===== src/rtl/adsr_pkg.sv =====
// Shared types and widths for the ADSR amplitude envelope / VCA stage.
package adsr_pkg;

    localparam int unsigned DWIDTH = 24;
    localparam int unsigned EWIDTH = 16;
    // Full signed product fits in 40 bits: |data| <= 2^23, env < 2^16.
    localparam int unsigned PWIDTH = DWIDTH + EWIDTH;

    localparam logic [EWIDTH-1:0] ENV_MAX = 16'hFFFF;

    typedef enum logic [2:0] {
        IDLE,
        ATTACK,
        DECAY,
        SUSTAIN,
        RELEASE
    } adsr_state_t;

endpackage


===== src/rtl/adsr_env_gen.sv =====
// ADSR envelope generator: state machine plus envelope register, advanced
// only on the 'tick' strobe (one tick per accepted sample).
// Build option: ADSR_EXP_RELEASE_EN selects exponential release.
module adsr_env_gen
    import adsr_pkg::*;
(
    input  logic              clk,
    input  logic              reset_n,
    input  logic              tick,
    input  logic              gate,
    input  logic [EWIDTH-1:0] attack_rate,
    input  logic [EWIDTH-1:0] decay_rate,
    input  logic [EWIDTH-1:0] sustain_level,
    input  logic [EWIDTH-1:0] release_rate,
    output logic [EWIDTH-1:0] env,
    output adsr_state_t       state
);

    adsr_state_t       state_q, state_d, eff_state;
    logic [EWIDTH-1:0] env_q, env_d;
    logic [EWIDTH-1:0] rel_step;
    logic [EWIDTH:0]   att_sum, dec_diff, rel_diff;

    // State and envelope registers, updated only on a sample tick
    always_ff @(posedge clk) begin
        if (!reset_n) begin
            state_q <= IDLE;
            env_q   <= '0;
        end else if (tick) begin
            state_q <= state_d;
            env_q   <= env_d;
        end
    end

    // Release decrement: linear rate, or env >> shift with a floor of 1
`ifdef ADSR_EXP_RELEASE_EN
    logic [EWIDTH-1:0] rel_shift;
    always_comb begin
        rel_shift = env_q >> release_rate[3:0];
        rel_step  = (rel_shift == '0) ? EWIDTH'(1) : rel_shift;
    end
`else
    always_comb begin
        rel_step = release_rate;
    end
`endif

    // Next state: gate override first, then the effective state's arithmetic
    always_comb begin
        state_d   = state_q;
        env_d     = env_q;
        eff_state = state_q;
        att_sum   = {1'b0, env_q} + {1'b0, attack_rate};
        dec_diff  = {1'b0, env_q} - {1'b0, decay_rate};
        rel_diff  = {1'b0, env_q} - {1'b0, rel_step};

        if (gate && (state_q == IDLE || state_q == RELEASE)) begin
            eff_state = ATTACK;
        end else if (!gate && (state_q == ATTACK || state_q == DECAY ||
                               state_q == SUSTAIN)) begin
            eff_state = RELEASE;
        end
        state_d = eff_state;

        case (eff_state)
            ATTACK: begin
                if (att_sum >= {1'b0, ENV_MAX}) begin
                    env_d   = ENV_MAX;
                    state_d = DECAY;
                end else begin
                    env_d = att_sum[EWIDTH-1:0];
                end
            end
            DECAY: begin
                // Borrow bit set means underflow
                if (dec_diff[EWIDTH] || (dec_diff[EWIDTH-1:0] <= sustain_level)) begin
                    env_d   = sustain_level;
                    state_d = SUSTAIN;
                end else begin
                    env_d = dec_diff[EWIDTH-1:0];
                end
            end
            SUSTAIN: begin
                env_d = sustain_level;
            end
            RELEASE: begin
                if (rel_diff[EWIDTH] || (rel_diff[EWIDTH-1:0] == '0)) begin
                    env_d   = '0;
                    state_d = IDLE;
                end else begin
                    env_d = rel_diff[EWIDTH-1:0];
                end
            end
            IDLE: begin
                env_d = env_q;
            end
            default: begin
                env_d   = '0;
                state_d = IDLE;
            end
        endcase
    end

    // Outputs straight from the registers
    always_comb begin
        env   = env_q;
        state = state_q;
    end

endmodule


===== src/rtl/adsr_vca.sv =====
// ADSR VCA: single register slice on the AXIS sample stream, scaling each
// accepted sample by the pre-update envelope value.
// Build option: ADSR_EXP_RELEASE_EN (exponential release in adsr_env_gen).
module adsr_vca
    import adsr_pkg::*;
(
    input  logic              clk,
    input  logic              reset_n,
    input  logic [DWIDTH-1:0] signal_in_data,
    input  logic              signal_in_valid,
    output logic              signal_in_ready,
    output logic [DWIDTH-1:0] signal_out_data,
    output logic              signal_out_valid,
    input  logic              signal_out_ready,
    input  logic              gate,
    input  logic [EWIDTH-1:0] attack_rate,
    input  logic [EWIDTH-1:0] decay_rate,
    input  logic [EWIDTH-1:0] sustain_level,
    input  logic [EWIDTH-1:0] release_rate,
    output logic [EWIDTH-1:0] env_level,
    output logic              busy
);

    logic [DWIDTH-1:0]        data_q, data_d;
    logic                     valid_q;
    logic                     tick;
    logic [EWIDTH-1:0]        env;
    adsr_state_t              state;
    logic signed [PWIDTH-1:0] product;

    adsr_env_gen u_env_gen (
        .clk           (clk),
        .reset_n       (reset_n),
        .tick          (tick),
        .gate          (gate),
        .attack_rate   (attack_rate),
        .decay_rate    (decay_rate),
        .sustain_level (sustain_level),
        .release_rate  (release_rate),
        .env           (env),
        .state         (state)
    );

    // Handshake, signed sample x unsigned envelope, keep product bits [39:16]
    always_comb begin
        signal_in_ready = reset_n && (!valid_q || signal_out_ready);
        tick            = signal_in_valid && signal_in_ready;
        product         = PWIDTH'($signed(signal_in_data)) *
                          PWIDTH'($signed({1'b0, env}));
        data_d          = DWIDTH'(product >>> EWIDTH);
        busy            = (state != IDLE);
        env_level       = env;
    end

    // Output register slice; holds while valid and not ready
    always_ff @(posedge clk) begin
        if (!reset_n) begin
            data_q  <= '0;
            valid_q <= 1'b0;
        end else if (tick) begin
            data_q  <= data_d;
            valid_q <= 1'b1;
        end else if (signal_out_ready) begin
            valid_q <= 1'b0;
        end
    end

    assign signal_out_data  = data_q;
    assign signal_out_valid = valid_q;

endmodule


===== config.mk =====
export PLATFORM = sky130hd
export DESIGN_NAME = adsr_vca
export DESIGN_NICKNAME = d
export VERILOG_FILES = /design/src/rtl/adsr_pkg.sv /design/src/rtl/adsr_env_gen.sv /design/src/rtl/adsr_vca.sv
export SDC_FILE = /design/constraint.sdc
export NUM_CORES = 1
export LEC_CHECK = 0
export CAP_MARGIN = 20
export CORE_MARGIN = 2
export CORE_UTILIZATION = 57
export CTS_BUF_LIST = sky130_fd_sc_hd__clkbuf_16
export CTS_CLUSTER_DIAMETER = 120
export DETAILED_ROUTE_END_ITERATION = 16
export PLACE_DENSITY = 0.81
export SYNTH_ARGS = -nofsm -noshare
export SYNTH_HDL_FRONTEND = slang
export SYNTH_SLANG_ARGS = --single-unit

===== constraint.sdc =====
create_clock -name clk -period 7.4 [get_ports clk]
set_clock_uncertainty 0.05 [all_clocks]
set_input_delay 1.48 -clock clk [delete_from_list [all_inputs] [get_ports clk]]
set_output_delay 1.48 -clock clk [all_outputs]
set_load 0.05 [all_outputs]

### Yosys cells after proc, flatten, opt, wreduce, memory -nomap -nowiden

Index checks and enable logic that the tools add are counted.

| word-level totals | value |
|---|---|
| register bits after elaboration | 44 |
| bits of input ports | 93 |
| output and inout port bits | 43 |

| cells by class | value |
|---|---|
| $add $sub $neg | 3 |
| multiply operators | 1 |
| order comparisons | 2 |
| equality and inequality tests | 8 |
| mux-type cells | 12 |
| bitwise logic cells | 1 |
| reductions and logical operators | 19 |

Operators by type and width:

| operator | number |
|---|---|
| case mux 16 bit (5 select lines) | 1 |
| two-way mux 16 bit | 3 |
| multiplier 24 x 17 -> 40 bit | 1 |
| subtractor 16 x 16 -> 17 bit | 2 |
| adder 16 x 16 -> 17 bit | 1 |
| greater-or-equal comparator 17 x 16 -> 1 bit, second input constant | 1 |
| less-or-equal comparator 16 bit | 1 |
| logical NOT 16 bit | 1 |
| two-way mux 3 bit | 5 |
| equality test 3 x 2 -> 1 bit, second input constant | 4 |
| case mux 3 bit (4 select lines) | 1 |
| equality test 3 x 1 -> 1 bit, second input constant | 2 |
| equality test 3 bit, second input constant | 2 |
| logical NOT 3 bit | 2 |
| logical OR 1 bit | 6 |
| logical AND 1 bit | 4 |
| nonzero test 3 bit | 1 |
| logical NOT 1 bit | 2 |
| two-way mux 1 bit | 2 |
| AND reduction 2 bit | 1 |
| nonzero test 2 bit | 1 |
| OR reduction 2 bit | 1 |
| inverter 1 bit | 1 |

### Depth between registers and ports, before layout

Gate-level depths: netlist (run 1).

| logic depth | value |
|---|---|
| word-level depth | 9 |
| mapped depth | 25 |

### Modules after synthesis

A second synthesis (run 1) with hierarchy kept.

| second synthesis, totals | value |
|---|---|
| cells, all modules | 2,173 |
| area, all modules | 18,531.5 um^2 |

Modules (own cells, without submodules):

| module | times used | cells each | area an instance (um^2) |
|---|---|---|---|
| adsr_vca | 1 | 1,624 | 14,378.8 |
| adsr_env_gen | 1 | 549 | 4,152.7 |

### Least setup slack after synthesis (run 1)

No wires, ideal clock.

| timing path | value |
|---|---|
| path type | input -> register |
| start point | input signal_in_data[23] |
| end point | register data_q[23], in the netlist signal_out_data[23] |
| data arrival time | 7.077 ns |
| setup slack | 0.194 ns |
| stages on the path | 21 |
| buffers on the path | 1 |
| cells stage by stage | clkbuf_1 -> nand2_1 -> fa_1 -> fa_1 -> inv_1 -> fa_1 -> fa_1 -> fa_1 -> inv_1 -> fa_1 -> inv_1 -> ha_1 -> nand4_1 -> nor3_1 -> nand2_1 -> a41oi_1 -> o21ai_2 -> o31ai_4 -> a211oi_2 -> a2111o_1 -> o211ai_1 |

| between the ends | value |
|---|---|
| word-level cells in the longest chain between the ends | 1 |

Ends and longest elaborated chain:

| element | line | RTL |
|---|---|---|
| from (decl) | adsr_vca.sv:9 | `input logic [DWIDTH-1:0] signal_in_data,` |
| multiplier 24 x 17 -> 40 bit | adsr_vca.sv:48 | `product = PWIDTH'($signed(signal_in_data)) *` |
| to (signal assigned) | adsr_vca.sv:61 | `data_q <= data_d;` |
| to (decl) | adsr_vca.sv:24 | `logic [DWIDTH-1:0] data_q, data_d;` |

No other way between the ends.
A chain may end at the register's enable or synchronous reset.

### Final worst setup path (run 1)

| timing path | value |
|---|---|
| start point | input signal_in_data[5] |
| end point | register data_q[22], in the netlist signal_out_data[22] |

The elaborated chain is that of the path after synthesis.

==> results of run 1 <==
-- where the power goes --
part | internal, mW | switching [mW] | leakage [nW]
clock | 0.161 | 0.102 | 0.0804
sequential | 0.249 | 0.0173 | 0.357
combinational | 0.309 | 0.395 | 10.7
-- metrics by stage --
step	setup TNS [ns]	instances
after global placement	-3.41	2823
after floorplan	0	2185
final	0	2861
after CTS	0	2839
after detailed placement	-4.63	2823
after global routing	-0.0661	2861
-- state kept, by name (all words and copies together) (netlist names) --
signal and flops:
signal_out_valid 1, u_env_gen.env 16, u_env_gen.state 3, signal_out_data 24
-- cell type report --
cell class,instances,share of cell area [%]
repair buffers,309,13.0
clock inverters,3,0.210
inverters,498,8.47
flip-flops and latches,44,3.99
well taps,442,2.51
clock buffers,5,0.567
diodes,1,0.0113
multi-input cells,1559,71.3
-- cells in the final DEF, fill, tap and decap left out, types with 16 or more instances in the layout --
cell type	netlist	final
a21o_1	25	25
a21oi_1	56	56
and2_1	167	163
buf_4	2	144
buf_6	2	16
clkdlybuf4s50_1	0	111
dfxtp_1	44	44
fa_1	373	355
fa_2	0	18
ha_1	160	153
inv_1	498	486
nand2_1	284	278
nand3_1	43	42
nor2_1	41	41
o211ai_1	17	17
o21ai_0	77	75
o21ai_1	23	24
xnor2_1	38	38
xor2_1	17	17
-- routing by layer --
metal  up-vias  wire length [um]  share of wire [%]  GRT usage [%]
met4         0              3130                5.7           16.5
met5         -                 0                  0              0
met2       757             26900                 49           56.9
met1      8038             20700                 38           40.9
li1       7279                 -                  -              -
met3       200              4030                7.4           4.41
-- cells by family after synthesis --
family | after synthesis
AND/OR/NAND/NOR | 635
buffers and inverters | 582
adder cells (fa/ha/maj) | 533
AO/OA/AOI/OAI | 328
XOR/XNOR | 55
flip-flops | 44
multiplexers | 8
-- how the worst max path moves through the flow --
| stage | from | endpoint |
|---|---|---|
| final | signal_in_data[5] | signal_out_data[22]$_SDFFE_PN0P_ |
| after global routing | signal_in_data[5] | signal_out_data[12]$_SDFFE_PN0P_ |
| after CTS | signal_in_data[13] | signal_out_data[23]$_SDFFE_PN0P_ |
| after detailed placement | signal_in_data[21] | signal_out_data[23]$_SDFFE_PN0P_ |
| after global placement | signal_in_data[15] | signal_out_data[23]$_SDFFE_PN0P_ |
| after floorplan | signal_in_data[23] | signal_out_data[23]$_SDFFE_PN0P_ |
-- worst min-delay path, stage by stage, from the launching register on --
cell and delay, ns:
dfxtp_1 0.31, nand3_1 0.05, o21ai_0 0.06
-- what timing repair did --
| action | CTS | global route |
|---|---|---|
| hold endpoints to repair | 0 | 0 |
| endpoints found under the setup margin | 9 | 15 |
| setup buffers | 6 | 19 |
| resized for setup | 28 | 102 |
| gates cloned | 2 | 3 |
| pin swaps | 23 | 80 |
==> qor.yml, run 1 <==
status: "complete, no violations"
grtUsageTotal_pct: 33.0
hp-start: "signal_out_data[5]$_SDFFE_PN0P_"
grt_max_degree: 53
fin_area_sq_um: 22100
fillerInstances: 2548
fin_ws_ns: 0.197
postRouteAntennaNets: 0
reg2reg_to: "signal_out_data[22]$_SDFFE_PN0P_"
ys.flop_type: "dfxtp_1"
crit_top_cell: "fa_1"
drt-pass1-iter-count: 5
ir_worst_vdd_mv: 0.102
yosys-top-cells-count: "498 x inv_1, 373 x fa_1, 284 x nand2_1"
dpl.hpwl_um: 44600
yosysTopAreaCell: "fa_1"
r2r_setup_slack_ns: 0.57
preCtsSetupSlack_ns: -0.521
die_area_sq_um: 34100
syn_nets: 2811
period_share_pct: 97.3
cts_buffers: 5
setup_viol_count_final: 0
antenna_found_initial: 1
drive_gt1_share_pct: 11.8
rr_startpoint: "u_env_gen.env[9]$_SDFFE_PN0P_"
numClockSinks: 44
syn_area_sq_um: 18600
cts.path.max_buffers: 2
post-route-min-period_ns: 7.20
avgSynthCellArea_sq_um: 8.51
synth_top_family_by_area: "adder cells"
nNetsFinal: 3043
powerDensity_nw_per_um2: 55.9
hold_depth: 2
critPathKind: "input port to flip-flop"
tightest_slew_ns: 1.12
slowest_delay_ns: 0.53
viasPerCell: 5.69
globalplace.congestion: 0.913
ys_warn_count: 0
ctsHoldBuffers: 0
leakage_nw: 11.1
path_buf_inv: 7
cts_tree: "built"
vias: 16300
synthDistinctLibCells: 91
drv_cap: 0
finalHoldViolations: 0
cp.required_ns: 7.58
wl_per_cell_um: 19.1
cts.htree.levels: 2
hold_class: "flip-flop to flip-flop"
rows: 66
finalPower_mw: 1.23
multiInputGateArea_sq_um: 15700
route.detailed.drc: 0
register_area_sq_um: 881
first_global_vias: 17300
synth-compound-area-share_pct: 12.4
first_iter_violations: 1186
synthMuxAreaShare_pct: 0.464
yosys.area_share.simple_pct: 16.9
root_buffer: "clkbuf_16"
path_cells: "dlymetal6s2s_1 -> buf_6 -> buf_12 -> buf_4 -> buf_4 -> and2_1 -> fa_1 -> inv_1 -> fa_1 -> fa_1 -> inv_1 -> ha_1 -> fa_1 -> fa_1 -> ha_1 -> nand4_1 -> a2111o_1 -> a41oi_4 -> o21ai_4 -> o31ai_4 -> a211oi_4 -> or4_1 -> nand3_1"
start_util_pct: 57.5
fin_hold_ws_ns: 0.424
synth_edf_count: 0
postRouteWirelength_um: 54700
final_util_pct: 68.2
cp.arrival_ns: 7.39
r2r_cells: 21
area_growth_pct: 18.6
die_h_um: 185
synth_xor_area_share_pct: 2.59
drv_slew: 0
insertion_delay_ns: 0.29
core_area_sq_um: 32400
ys_seq_elements: 44
crit_slowest_cell: "fa_1"
io_pins: 136
syn_inst: 2185
holdPathEnd: "signal_out_data[5]$_SDFFE_PN0P_"
relSlewSlack_pct: 25.6
max_freq_mhz: 139
placedInstanceArea_sq_um: 21300
synth_area_leaders: "fa_1 40%, ha_1 11%, inv_1 10%"
synth_top_area_share_pct: 40.1
synth_most_common_cell: "inv_1"
die_w_um: 185
portBuffers: 135
synthAdderAreaFrac_pct: 50.9
ys_seq_area_share_pct: 4.73
clk_pin_slew_ns: 0.07
cp-end-kind: "flip-flop"
cp_max_fo: 6
grt_overflow_total: 0
grt_pass1_wl_um: 87100
async_flop_share_pct: 0
cp.depth: 23
startpoint_type: "input port"
cpLargestDelayFamily: "adder cells"
No activity file was read; power rests on OpenSTA's default activity.
==> run 2: changes to the inputs <==
Settings changed: CORE_UTILIZATION 57 to 40, PLACE_DENSITY 0.81 to not set.
==> qor.yml, run 2 (same netlist as run 1, synthesis figures left out) <==
status: "complete, no violations"  # unchanged
postRouteWirelength_um: 55400  # was 54700 um
post-route-min-period_ns: 7.22  # was 7.20 ns
grtUsageTotal_pct: 23.2  # was 33.0%
antenna_found_initial: 0  # was 1
start_util_pct: 40.2  # was 57.5%
drv_slew: 0  # unchanged
rr_startpoint: "u_env_gen.env[12]$_SDFFE_PN0P_"  # was u_env_gen.env[9]$_SDFFE_PN0P_
cts.path.max_buffers: 2  # unchanged
rows: 79  # was 66
layout_commonest_cell: "inv_1"  # unchanged
slowest_delay_ns: 0.58  # was 0.53 ns
io_pins: 136  # unchanged
cts_buffers: 5  # unchanged
cpLargestDelayFamily: "adder cells"  # unchanged
cp.arrival_ns: 7.38  # was 7.39 ns
grt_overflow_total: 0  # unchanged
crit_slowest_cell: "fa_1"  # unchanged
die_w_um: 220  # was 185 um
r2r_setup_slack_ns: 0.86  # was 0.57 ns
reg2reg_to: "signal_out_data[20]$_SDFFE_PN0P_"  # was signal_out_data[22]$_SDFFE_PN0P_
first_global_vias: 16100  # was 17.3k
ctsHoldBuffers: 0  # unchanged
largest_register_ffs: 24  # unchanged
cp-end-kind: "flip-flop"  # unchanged
startpoint_type: "input port"  # unchanged
viasPerCell: 5.18  # was 5.69
drv_cap: 0  # unchanged
area_growth_pct: 20.1  # was 18.6%
fillerInstances: 4492  # was 2548
die_h_um: 220  # was 185 um
period_share_pct: 97.6  # was 97.3%
final.setup.tns_ns: 0  # unchanged
finalHoldViolations: 0  # unchanged
drt-pass1-iter-count: 5  # unchanged
wl_per_cell_um: 18.3  # was 19.1 um
numClockSinks: 44  # unchanged
setup_viol_count_final: 0  # unchanged
holdPathEnd: "signal_out_data[11]$_SDFFE_PN0P_"  # was signal_out_data[5]$_SDFFE_PN0P_
tightest_slew_ns: 1.10  # was 1.12 ns
r2r_cells: 21  # unchanged
num_antenna_cells: 0  # was 1
portBuffers: 135  # unchanged
cts.htree.levels: 2  # unchanged
drive_gt1_share_pct: 11.9  # was 11.8%
crit_top_cell: "fa_1"  # unchanged
hp-start: "signal_out_data[11]$_SDFFE_PN0P_"  # was signal_out_data[5]$_SDFFE_PN0P_
final_util_pct: 48.3  # was 68.2%
fin_hold_ws_ns: 0.430  # was 0.424 ns
hold_class: "flip-flop to flip-flop"  # unchanged
cp_max_fo: 7  # was 6
vias: 15700  # was 16.3k
clk_pin_slew_ns: 0.07  # about the same
critPathKind: "input port to flip-flop"  # unchanged
path_cells: "clkbuf_2 -> buf_12 -> buf_12 -> and2_4 -> fa_1 -> inv_2 -> fa_2 -> fa_1 -> fa_1 -> inv_1 -> fa_1 -> fa_1 -> ha_4 -> o31ai_1 -> a2111o_1 -> a41oi_4 -> o21ai_4 -> o31ai_4 -> buf_6 -> a21o_1 -> a211oi_2 -> o31ai_1"  # was dlymetal6s2s_1 -> buf_6 -> buf_12 -> buf_4 -> buf_4 -> and2_1 -> fa_1 -> inv_1 -> fa_1 -> fa_1 -> inv_1 -> ha_1 -> fa_1 -> fa_1 -> ha_1 -> nand4_1 -> a2111o_1 -> a41oi_4 -> o21ai_4 -> o31ai_4 -> a211oi_4 -> or4_1 -> nand3_1
hold_depth: 2  # unchanged
root_buffer: "clkbuf_16"  # unchanged
route.detailed.drc: 0  # unchanged
path_buf_inv: 6  # was 7
first_iter_violations: 970  # was 1186
ir_worst_vdd_mv: 0.0738  # was 0.102 mV
cts_tree: "built"  # unchanged
core_area_sq_um: 46300  # was 32400 sq um
nNetsFinal: 3044  # was 3043
grt_max_degree: 53  # unchanged
powerDensity_nw_per_um2: 54.9  # was 55.9 nW/um^2
die_area_sq_um: 48300  # was 34100 sq um
max_freq_mhz: 138  # was 139 MHz
layout_common_cells: "486 x inv_1, 362 x fa_1, 278 x nand2_1"  # was 486 x inv_1, 355 x fa_1, 278 x nand2_1
dpl.hpwl_um: 45800  # was 44600 um
globalplace.congestion: 0.906  # was 0.913
cp.required_ns: 7.55  # was 7.58 ns
leakage_nw: 11.1  # about the same
relSlewSlack_pct: 26.8  # was 25.6%
insertion_delay_ns: 0.29  # about the same
grt_pass1_wl_um: 86700  # was 87100 um
postRouteAntennaNets: 0  # unchanged
-- run 2: changes by cell type in the layout (fill, tap and decap cells not counted), sizes merged --
cell,previous run,this run
dlymetal6s2s,14,10
clkbuf,15,18
clkinv,0,2
buf,173,174
clkdlybuf4s15,0,1
clkinvlp,1,0
diode,1,0
inv,499,498
-- run 2: metal layers --
metal	routed length (um)	track usage (%)	part of all wire [%]
met5	0	0	0
met4	1540	6.20	2.8
met3	2280	2.03	4.1
met2	27400	40.1	49
met1	24200	31.4	44
-- run 2: what timing repair did --
item | CTS | global route
setup endpoints to repair | 8 | 12
pin swaps | 28 | 63
buffers inserted | 3 | 15
gates cloned | 3 | 4
gates resized for setup | 44 | 82
-- run 2: per-stage QoR --
| step | cells | setup WS, ns | power (mW) | cell area, sq um |
|---|---|---|---|---|
| final | 3026 | 0.177 | 1.23 | 22300 |
| after global routing | 3026 | -0.0206 | 1.31 | 22300 |
| after CTS | 3006 | -0.000109 | 1.21 | 21900 |
| after detailed placement | 2992 | -0.638 | 0.932 | 21600 |
| after global placement | 2991 | -0.565 | 0.922 | 21600 |
| after floorplan | 2185 | 0.194 | 0.657 | 18600 |
-- run 2: worst max path at each step --
stage	start	end	cells after the start
after floorplan	signal_in_data[23]	signal_out_data[23]$_SDFFE_PN0P_	21
after global placement	signal_in_data[22]	signal_out_data[23]$_SDFFE_PN0P_	21
after detailed placement	signal_in_data[22]	signal_out_data[23]$_SDFFE_PN0P_	22
after CTS	signal_in_data[15]	signal_out_data[23]$_SDFFE_PN0P_	25
after global routing	signal_in_data[4]	signal_out_data[20]$_SDFFE_PN0P_	23
final	signal_in_data[5]	signal_out_data[20]$_SDFFE_PN0P_	22
-- run 2: final cells by class --
| class | count | area, sq um | share of cell area (%) |
|---|---|---|---|
| Multi-Input combinational cell | 1559 | 15800 | 70.5 |
| Sequential cell | 44 | 881 | 3.94 |
| Timing Repair Buffer | 310 | 2900 | 13.0 |
| Inverter | 498 | 1870 | 8.37 |
| Clock buffer | 5 | 125 | 0.560 |
| Clock inverter | 3 | 42.5 | 0.190 |
| Tap cell | 607 | 759 | 3.40 |
-- run 2: power by group --
group          leakage (nW)  internal, mW  switching [mW]
logic                  10.7         0.306           0.397
clock network        0.0814         0.159           0.101
registers             0.357         0.249          0.0148
-- run 2: tightest hold or removal path, stage by stage, from the launching register on --
cell and delay [ns]:
dfxtp_1 0.32, nand3_1 0.06, o21ai_0 0.06
==> run 3: changes to the inputs <==
Settings changed: SKIP_CTS_REPAIR_TIMING set to 1.
==> qor.yml, run 3 (same netlist as run 1, synthesis figures left out) <==
grt_most_used_layer: "met2"  # unchanged
reg2reg_to: "signal_out_data[22]$_SDFFE_PN0P_"  # was signal_out_data[20]$_SDFFE_PN0P_
viasPerCell: 5.19  # was 5.18
status: "complete, no violations"  # unchanged
root_buffer: "clkbuf_16"  # unchanged
r2r_setup_slack_ns: 0.84  # was 0.86 ns
cp-end-kind: "flip-flop"  # unchanged
critPathKind: "input port to flip-flop"  # unchanged
cts.htree.levels: 2  # unchanged
die_h_um: 220  # unchanged
fin_hold_ws_ns: 0.428  # was 0.430 ns
cts_tree: "built"  # unchanged
max_freq_mhz: 140  # was 138 MHz
drv_slew: 0  # unchanged
path_cells: "dlymetal6s2s_1 -> buf_4 -> and2_1 -> fa_1 -> inv_1 -> fa_2 -> fa_1 -> fa_1 -> inv_1 -> fa_1 -> fa_1 -> ha_4 -> o31ai_1 -> a2111o_1 -> a41oi_4 -> o21ai_4 -> o31ai_4 -> a211oi_2 -> or4_1 -> nand3_1"  # was clkbuf_2 -> buf_12 -> buf_12 -> and2_4 -> fa_1 -> inv_2 -> fa_2 -> fa_1 -> fa_1 -> inv_1 -> fa_1 -> fa_1 -> ha_4 -> o31ai_1 -> a2111o_1 -> a41oi_4 -> o21ai_4 -> o31ai_4 -> buf_6 -> a21o_1 -> a211oi_2 -> o31ai_1
cts_buffers: 5  # unchanged
grt_pass1_wl_um: 86100  # was 86700 um
hp-start: "signal_out_data[11]$_SDFFE_PN0P_"  # unchanged
met2_usage_pct: 39.7  # was 40.1%
post-route-min-period_ns: 7.16  # was 7.22 ns
layout_common_cells: "495 x inv_1, 365 x fa_1, 278 x nand2_1"  # was 486 x inv_1, 362 x fa_1, 278 x nand2_1
cp.required_ns: 7.59  # was 7.55 ns
postRouteWirelength_um: 54900  # was 55400 um
path_buf_inv: 4  # was 6
vias: 15600  # was 15.7k
nNetsFinal: 3032  # was 3044
die_area_sq_um: 48300  # unchanged
dpl.hpwl_um: 45800  # unchanged
tightest_slew_ns: 1.10  # about the same
leakage_nw: 11.1  # about the same
drv_cap: 0  # unchanged
rows: 79  # unchanged
r2r_cells: 21  # unchanged
crit_start: "signal_in_data[7]"  # was signal_in_data[5]
route.detailed.drc: 0  # unchanged
insertion_delay_ns: 0.29  # about the same
num_antenna_cells: 0  # unchanged
rr_startpoint: "u_env_gen.env[12]$_SDFFE_PN0P_"  # unchanged
slowest_delay_ns: 0.55  # was 0.58 ns
postRouteAntennaNets: 0  # unchanged
core_area_sq_um: 46300  # unchanged
area_growth_pct: 19.7  # was 20.1%
numClockSinks: 44  # unchanged
crit_slowest_cell: "fa_1"  # unchanged
multiInputGateArea_sq_um: 15700  # was 15800 sq um
register_area_sq_um: 881  # unchanged
relSlewSlack_pct: 26.7  # was 26.8%
grtUsageTotal_pct: 23.1  # was 23.2%
first_global_vias: 16000  # was 16.1k
finalPower_mw: 1.22  # was 1.23 mW
fillerInstances: 4490  # was 4492
wl_per_cell_um: 18.2  # was 18.3 um
holdPathEnd: "signal_out_data[11]$_SDFFE_PN0P_"  # unchanged
cp.arrival_ns: 7.35  # was 7.38 ns
cp_max_fo: 6  # was 7
portBuffers: 135  # unchanged
cpLargestDelayFamily: "adder cells"  # unchanged
crit_top_cell: "fa_1"  # unchanged
antenna_found_initial: 0  # unchanged
ir_worst_vdd_mv: 0.0742  # was 0.0738 mV
die_w_um: 220  # unchanged
finalHoldViolations: 0  # unchanged
clk_pin_slew_ns: 0.07  # about the same
powerDensity_nw_per_um2: 54.7  # was 54.9 nW/um^2
period_share_pct: 96.8  # was 97.6%
cts.path.max_buffers: 2  # unchanged
grt_overflow_total: 0  # unchanged
hold_class: "flip-flop to flip-flop"  # unchanged
setup_viol_count_final: 0  # unchanged
hold_depth: 2  # unchanged
startpoint_type: "input port"  # unchanged
grt_max_degree: 53  # unchanged
drt-pass1-iter-count: 6  # was 5
globalplace.congestion: 0.906  # unchanged
use_met3_pct: 2.18  # was 2.03%
io_pins: 136  # unchanged
use_met1_pct: 31.2  # was 31.4%
first_iter_violations: 948  # was 970
largest_register_ffs: 24  # unchanged
layout_commonest_cell: "inv_1"  # unchanged
drive_gt1_share_pct: 10.6  # was 11.9%
start_util_pct: 40.2  # unchanged
run 3: cell types whose count changed in the layout (fill, tap and decap cells not counted), sizes merged:
cell | before | now
clkbuf | 18 | 7
clkdlybuf4s50 | 111 | 113
dlymetal6s2s | 10 | 20
buf | 174 | 163
dlygate4sd2 | 1 | 0
clkdlybuf4s15 | 1 | 0
run 3: per-layer routing:
metal  share of wire [%]  up-vias
li1                    -     7262
met2                  49      430
met3                 4.6       74
met5                   0        -
met1                  43     7875
met4                 2.8        0
run 3: worst max path at each step:
stage / end / slack [ns] / cells past startpoint
6_report: signal_out_data[22]$_SDFFE_PN0P_ / 0.24 / 20
5_1_grt: signal_out_data[22]$_SDFFE_PN0P_ / -0.02 / 22
4_1_cts: signal_out_data[23]$_SDFFE_PN0P_ / -0.34 / 22
3_5_place_dp: signal_out_data[23]$_SDFFE_PN0P_ / -0.64 / 22
3_3_place_gp: signal_out_data[23]$_SDFFE_PN0P_ / -0.56 / 21
2_1_floorplan: signal_out_data[23]$_SDFFE_PN0P_ / 0.19 / 21
run 3: metrics by stage:
| stage | area (sq um) | utilization (%) | TNS, ns | std cells | setup slack (ns) |
|---|---|---|---|---|---|
| 3_3_place_gp | 21600 | 46.6 | -4.28 | 2991 | -0.565 |
| 5_1_grt | 22300 | 48.1 | -0.0192 | 3014 | -0.0174 |
| 3_5_place_dp | 21600 | 46.7 | -4.83 | 2992 | -0.638 |
| 2_1_floorplan | 18600 | - | 0 | 2185 | 0.194 |
| 6_report | 22300 | 48.1 | 0 | 3014 | 0.240 |
| 4_1_cts | 21800 | 47.1 | -1.33 | 3000 | -0.344 |
run 3: layout make-up:
| type | instances | area share, % |
|---|---|---|
| clock inverters | 3 | 0.191 |
| repair buffers | 298 | 12.8 |
| flip-flops and latches | 44 | 3.96 |
| inverters | 498 | 8.40 |
| clock buffers | 5 | 0.562 |
| multi-input cells | 1559 | 70.7 |
| well taps | 607 | 3.41 |
run 3: worst register-to-register path, stage by stage (launching register included):
cell,delay [ns]
dfxtp_1,0.48
buf_4,0.43
nand2_1,0.17
fa_1,0.53
inv_1,0.05
fa_1,0.48
fa_1,0.58
fa_1,0.44
fa_1,0.50
inv_1,0.05
fa_1,0.55
inv_2,0.06
ha_4,0.26
nand2_2,0.06
a2111oi_4,0.35
nand2_1,0.15
a41oi_4,0.26
o21ai_4,0.11
o31ai_4,0.30
a211oi_2,0.15
or4_1,0.41
nand3_1,0.09
run 3: power breakdown:
group	leakage [nW]	switching, mW	total, mW	internal, mW
combinational	10.7	0.393	0.694	0.301
sequential	0.357	0.0148	0.264	0.249
clock	0.0814	0.102	0.261	0.159
